### src/rtl/fetch_unit.sv
// Instruction fetch unit: PC register, BOOT/RUN/HALT control and a 2-entry
// {instr, pc} buffer feeding the decode stage, with redirect and halt handling.
module fetch_unit #(
  parameter logic [9:0]  RESET_PC   = 10'h000,
  parameter logic [31:0] HALT_INSTR = 32'h00000073
) (
  input  logic        clk,
  input  logic        rst_n,
  output logic [9:0]  imem_addr,
  input  logic [31:0] imem_instr,
  input  logic        redirect_valid,
  input  logic [9:0]  redirect_addr,
  output logic        out_valid,
  input  logic        out_ready,
  output logic [31:0] out_instr,
  output logic [9:0]  out_pc,
  output logic        halted
);

  typedef enum logic [1:0] {
    BOOT = 2'd0,
    RUN  = 2'd1,
    HALT = 2'd2
  } state_t;

  typedef struct packed {
    logic [31:0] instr;
    logic [9:0]  pc;
  } entry_t;

  state_t     state, state_nxt;
  logic [9:0] pc, pc_nxt;
  logic [1:0] count, count_nxt;
  entry_t     head, head_nxt;
  entry_t     tail, tail_nxt;
  entry_t     fetched;
  logic       pop, fetch, redirect_take, fetch_is_halt;

  // Handshake: an entry transfers to decode on every cycle where out_valid and
  // out_ready are both high; out_* hold steady while out_valid && !out_ready.
  assign pop           = out_valid & out_ready;
  assign fetch         = (state == RUN) & ((count < 2'd2) | pop);
  assign redirect_take = redirect_valid & (state != BOOT);
  assign fetch_is_halt = fetch & (imem_instr == HALT_INSTR);
  assign fetched       = '{instr: imem_instr, pc: pc};

  assign imem_addr = pc;
  assign out_valid = (count != 2'd0);
  assign out_instr = out_valid ? head.instr : 32'h0;
  assign out_pc    = out_valid ? head.pc : 10'h0;
  assign halted    = (state == HALT);

  always_ff @(posedge clk) begin
    if (!rst_n) begin
      state <= BOOT;
      pc    <= RESET_PC;
      count <= 2'd0;
      head  <= '0;
      tail  <= '0;
    end else begin
      state <= state_nxt;
      pc    <= pc_nxt;
      count <= count_nxt;
      head  <= head_nxt;
      tail  <= tail_nxt;
    end
  end

  always_comb begin
    state_nxt = state;
    pc_nxt    = pc;
    count_nxt = count;
    head_nxt  = head;
    tail_nxt  = tail;

    case (state)
      BOOT:    state_nxt = RUN;
      RUN:     if (fetch_is_halt) state_nxt = HALT;
      HALT:    state_nxt = HALT;
      default: state_nxt = BOOT;
    endcase

    // Redirect wins over everything else in the cycle, including halt detection.
    if (redirect_take) begin
      state_nxt = RUN;
      pc_nxt    = redirect_addr;
      count_nxt = 2'd0;
    end else begin
      if (fetch) pc_nxt = pc + 10'd1;
      case ({fetch, pop})
        2'b11: begin
          if (count == 2'd2) begin
            head_nxt = tail;
            tail_nxt = fetched;
          end else begin
            head_nxt = fetched;
          end
        end
        2'b10: begin
          if (count == 2'd0) head_nxt = fetched;
          else               tail_nxt = fetched;
          count_nxt = count + 2'd1;
        end
        2'b01: begin
          head_nxt  = tail;
          count_nxt = count - 2'd1;
        end
        default: ;
      endcase
    end
  end

endmodule

### config.mk
export PLATFORM = sky130hd
export DESIGN_NAME = fetch_unit
export DESIGN_NICKNAME = d
export VERILOG_FILES = /design/src/rtl/fetch_unit.sv
export SDC_FILE = /design/constraint.sdc
export NUM_CORES = 1
export LEC_CHECK = 0
export CAP_MARGIN = 0
export CORE_MARGIN = 2
export CORE_UTILIZATION = 25
export CTS_CLUSTER_DIAMETER = 60
export DETAILED_ROUTE_END_ITERATION = 7
export HOLD_SLACK_MARGIN = 0.03
export PLACE_DENSITY_LB_ADDON = 0.05
export SYNTH_ARGS = -nofsm -noshare
export SYNTH_HDL_FRONTEND = slang
export SYNTH_SLANG_ARGS = --single-unit
### constraint.sdc
create_clock -name clk -period 2.6 [get_ports clk]
set_input_delay 0.52 -clock clk [delete_from_list [all_inputs] [get_ports clk]]
set_output_delay 0.52 -clock clk [all_outputs]
set_load 0.05 [all_outputs]
=== Word level (Yosys, flattened, before mapping) ===
Index checks and enable logic that the tools add are counted.

* Word-level logic and storage cells: 56
* Flip-flop bits (word level): 98
* Input port bits: 46

* Add/subtract/negate cells: 3
* $lt $le $gt $ge: 1
* Bitwise gates (word level): 7
* Equality and inequality tests: 12
* Multiplexer cells: 14
* Reduce and logical (&&, ||, !) cells: 11

{| class="wikitable"
|+ Operators with widths
! cell !! number
|-
| $mux W42 || 4
|-
| $pmux W42 S3 || 1
|-
| $pmux W42 S2 || 1
|-
| $eq A32 B7 Y1 const B || 1
|-
| $mux W32 || 1
|-
| $mux W10 || 3
|-
| $add A10 B1 Y10 const B || 1
|-
| $reduce_bool A2 Y1 || 5
|-
| $eq A2 B2 Y1 const B || 4
|-
| $ne A2 B2 Y1 const B || 4
|-
| $pmux W2 S3 || 1
|-
| $and A1 B1 Y1 || 4
|-
| $eq A2 B1 Y1 const B || 2
|-
| $logic_not A2 Y1 || 2
|-
| $pmux W2 S2 || 1
|-
| $reduce_and A4 Y1 || 1
|-
| $ne A3 B3 Y1 const B || 1
|-
| $reduce_and A3 Y1 || 1
|-
| $reduce_bool A3 Y1 || 1
|-
| $add A2 B1 Y2 const B || 1
|-
| $lt A2 B2 Y1 const B || 1
|-
| $mux W2 || 1
|-
| $not A1 Y1 || 2
|-
| $reduce_or A2 Y1 || 1
|-
| 3 further kinds || 3
|}

=== Depth between registers and ports, before layout ===
* Depth in word-level cells: 8
* Gate-level depth with buffers: 12
* Depth with buffers taken out: 9

=== Least setup slack after synthesis ===
No wires, ideal clock.

* Path type: reg-to-reg
* From: register count[0]
* To: register head[23] (netlist name)
* Required time: 2.468 ns
* Buffers on the path: 3
* Cell stages (with the launch flop): 10
* Data arrival time: 2.744 ns
* Setup time: 0.132 ns
* Setup slack: -0.276 ns
* Cells stage by stage: dfxtp_1 > or2_2 > buf_2 > clkbuf_1 > nand2_1 > ha_1 > mux2_2 > clkbuf_1 > a221oi_1 > nor3_1

* Word-level cells in the longest chain between the ends: 7
* Elaborated cells on any way between the ends: 15
* Those cells by class: order compare: 1; eq/ne: 5; mux: 2; bitwise: 3; reduce/logical: 4

{| class="wikitable"
|+ RTL lines
! what !! line !! source
|-
| start, declared || 33 || <nowiki>logic [1:0] count, count_nxt;</nowiki>
|-
| start signal, assigned || 63 || <nowiki>count <= count_nxt;</nowiki>
|-
| $reduce_bool A2 Y1 * || 48 || <nowiki>assign out_valid = (count != 2'd0);</nowiki>
|-
| net out_valid || 13 || <nowiki>output logic out_valid,</nowiki>
|-
| $and A1 B1 Y1 * || 41 || <nowiki>assign pop = out_valid & out_ready;</nowiki>
|-
| $or A1 B1 Y1 || 42 || <nowiki>assign fetch = (state == RUN) & ((count < 2'd2) | pop);</nowiki>
|-
| $and A1 B1 Y1 || 42 ||
|-
| $eq A2 B2 Y1 / $eq A2 B1 Y1 (equally long branches) || 90 || <nowiki>case ({fetch, pop})</nowiki>
|-
| $ne A2 B2 Y1 (no line) / $reduce_bool A3 Y1 (equally long branches) || n/a ||
|-
| $reduce_and A3 Y1 (no line) || n/a ||
|-
| end signal, assigned || 64 || <nowiki>head <= head_nxt;</nowiki>
|-
| end, declared || 34 || <nowiki>entry_t head, head_nxt;</nowiki>
|}

The timed path passes the listed nets; every way through them passes the cells marked *.
A chain may end at the register's enable or synchronous reset.

=== Worst setup path in the final report ===
* From: register count[0]
* To: output port out_instr[30]

* Word-level cells in the longest chain between the ends: 2

{| class="wikitable"
|+ RTL lines
! what !! line !! source
|-
| $reduce_bool A2 Y1 || 48 ||
|-
| $mux W32 || 49 || <nowiki>assign out_instr = out_valid ? head.instr : 32'h0;</nowiki>
|-
| end, declared || 15 || <nowiki>output logic [31:0] out_instr,</nowiki>
|}

No other way between the ends.

==> results.py <==
metrics = {
    "outcome": {
        "status": "finished clean",
    },
    "power": {
        "clkPwrFrac_pct": 17.1,
        "p_leak_nw": 2.47,
        "p_int_mw": 4.38,
        "swShare_pct": 45.2,
        "switching_power_mw": 3.61,
        "powerDensity_mw_per_mm2": 1140,
        "ir_worst_vdd_mv": 0.665,
        "p_comb_share_pct": 54.3,
        "power_frac_seq_pct": 28.6,
    },
    "route": {
        "antenna_left": 0,
        "post_drt_wl_per_cell_um": 16.1,
        "num_vias": 4641,
        "dr.first_iter.drc_count": 262,
        "dr.pass1.iters": 4,
        "post-route-drc-count": 0,
        "via_per_inst": 4.85,
        "wirelength_mm": 15.4,
    },
    "critical_path": {
        "crit_fanout": 45,
        "endpoint": "out_instr[30]",
        "worstPathRequired_ns": 2.08,
        "worstReg2RegEnd": "head[39]$_SDFFE_PN0P_",
        "arrival_ns": 1.79,
        "r2r_slack_ns": 0.35,
        "slowest_delay_ns": 0.44,
        "end_kind": "primary output",
        "ff2ff_path_depth": 10,
        "startpoint": "count[0]$_SDFFE_PP0N_",
        "startpoint_type": "flop",
        "cp_slowest_cell": "dfxtp_1",
        "r2r-start": "state[1]$_SDFFE_PP0P_",
        "critPathKind": "reg2out",
        "cp_cell_sequence": "or2_2 -> buf_4 -> and2_1 -> buf_12",
    },
    "synth": {
        "synth_cells": 607,
        "synthTopCellsByCount": "nand2_1, dfxtp_1, a21oi_1, and2_1, clkbuf_1",
        "avgSynthCellArea_um2": 7.95,
        "synth_top_area_share_pct": 40.6,
        "synth_area_leader_cell": "dfxtp_1",
        "yosysMostFrequentCell": "nand2_1",
        "ys.flop_type": "dfxtp_1",
        "netlist_area_mm2": 0.00483,
        "ys_warn_count": 0,
        "syn-num-nets": 662,
        "synth_area_leaders": "dfxtp_1, nand2_1, a21oi_1",
        "synth_seq_cells": 98,
        "synth_cell_type_count": 47,
        "synth_edf_count": 0,
        "yosysSeqAreaShare_pct": 40.6,
        "synthArstFlopShare_pct": 0,
    },
    "clock_network": {
        "numCtsBuffers": 9,
        "path_clk_slew_ns": 0.08,
        "htreeDepth": 3,
        "holdBufCountCts": 0,
        "cts_buffer_depth": 2,
        "cts_sinks": 98,
        "cts_resized": 0,
        "clk_latency_ns": 0.36,
        "cts-root-buf": "clkbuf_16",
        "post_cts_buffers": 0,
        "cts_tree": "done",
    },
    "grt": {
        "grt_pass1_wl_mm": 24.6,
        "grt_pass1_vias": 4484,
        "antenna_found_initial": 0,
        "gr-usage-all-layers_pct": 15.4,
        "grt-ovfl-total": 0,
        "grt_max_degree": 46,
    },
    "floorplanning": {
        "io_pins": 100,
        "die_width_um": 143,
        "start_util_pct": 25.6,
        "core-area_mm2": 0.0188,
        "die-area_mm2": 0.0204,
        "placementRows": 50,
        "die_h_um": 143,
    },
    "timing": {
        "setup_viol": 0,
        "clock.fmax_mhz": 432,
        "slew_violations": 0,
        "fin_crit_sh_pct": 88.9,
        "fin_worst_skew_ns": 0.0113,
        "fin_crit_ns": 2.31,
        "finalHoldViolations": 0,
        "worst_pin_slew_ns": 0.509,
        "slew_headroom_pct": 65.6,
        "holdWs_ns": 0.453,
        "rsz0062_at_grt": "no",
    },
    "placement": {
        "numPortBuffers": 99,
        "dp_hpwl_mm": 10.1,
        "place_congestion": 0.748,
    },
    "cells_and_area": {
        "antennaDiodeCount": 0,
        "finalNetCount": 747,
        "final_util_pct": 37.2,
        "drive_gt1_share_pct": 16.4,
        "syn_to_final_growth_pct": 45.1,
    },
    "job": {
        "cap_violations": 0,
    },
    "min_path": {
        "hold_class": "reg2reg",
    },
}
[cell families (layout without fill, tap and decap cells)]
group | count (synthesis) | count (layout) | synth area share (%)
buffers and inverters | 59 | 149 | 4.95
and+or+nand+nor | 268 | 268 | 26.1
adders and majority gates | 9 | 9 | 2.33
muxes | 19 | 19 | 4.43
DFF | 98 | 98 | 40.6
xor gates and xnor gates | 10 | 10 | 1.81
AOI/OAI and AO/OA | 144 | 144 | 19.7
[placed cells by master (no fill, tap or decap), types with 6 or more instances in the layout]
master,synthesis,final
nor3_1,26,25
a211oi_1,6,6
a221oi_1,24,24
nand2_1,131,131
mux2_2,19,19
o211ai_1,18,18
nor2_1,34,34
a21oi_1,62,62
nor4_1,7,7
buf_4,1,17
a22oi_1,18,18
clkdlybuf4s50_1,0,56
inv_1,7,6
clkbuf_16,0,9
ha_1,9,9
buf_12,0,52
and2_1,42,42
dfxtp_1,98,98
[layout make-up]
class / count / area, um2
clock buffer: 9 / 225
fill: 1912 / 11800
clock inverter: 7 / 81.3
sequential: 98 / 1960
timing repair buffer: 125 / 1730
inverter: 8 / 30.0
multi-input combinational: 450 / 2650
tap: 260 / 325
[sequential cells by signal (all words and copies together), names as in the netlist]
register / count
count: 2
head: 42
imem_addr: 10
state: 2
tail: 42
[power by group through the flow]
stage	Sequential (mW)	Combinational (mW)	Clock, mW
6_report	2.29	4.34	1.37
2_1_floorplan	2.36	2.56	0
5_1_grt	2.35	4.77	1.48
3_3_place_gp	2.32	4.35	0
3_5_place_dp	2.32	4.39	0
4_1_cts	2.29	4.41	1.42
[worst min-delay path by stage]
stage | startpoint | endpoint | cells after the start
after detailed placement | tail[23]$_SDFFE_PN0P_ | tail[23]$_SDFFE_PN0P_ | 2
final | head[0]$_SDFFE_PN0P_ | head[0]$_SDFFE_PN0P_ | 2
after CTS | tail[7]$_SDFFE_PN0P_ | tail[7]$_SDFFE_PN0P_ | 2
after global routing | tail[27]$_SDFFE_PN0P_ | tail[27]$_SDFFE_PN0P_ | 2
after global placement | tail[31]$_SDFFE_PN0P_ | tail[31]$_SDFFE_PN0P_ | 2
after floorplan | head[0]$_SDFFE_PN0P_ | head[0]$_SDFFE_PN0P_ | 2
[routing by layer]
layer / GRT usage, % / wire length [um] / part of all wire [%]
met1: 21.8 / 7350 / 48
met2: 23.2 / 6960 / 45
met3: 2.85 / 885 / 5.7
met4: 5.63 / 242 / 1.6
met5: 0 / 0 / 0
[stage by stage]
step	cells	worst slack, ns	total power, mW	instance area, um2	TNS, ns
floorplan	607	0.0426	4.92	4830	0
global placement	941	-0.0176	6.67	6700	-0.227
detailed placement	941	-0.0877	6.72	6700	-4.24
CTS	957	0.216	8.13	7010	0
global route	957	0.133	8.59	7010	0
finish	957	0.287	8.00	7010	0
[worst max-delay path, delay by kind of cell (launching register included)]
kind	cells	cell delay, ns
flip-flops	1	0.44
AND/OR/NAND/NOR	2	0.44
buffers and inverters	2	0.55
Power figures use the tool's default switching activity.
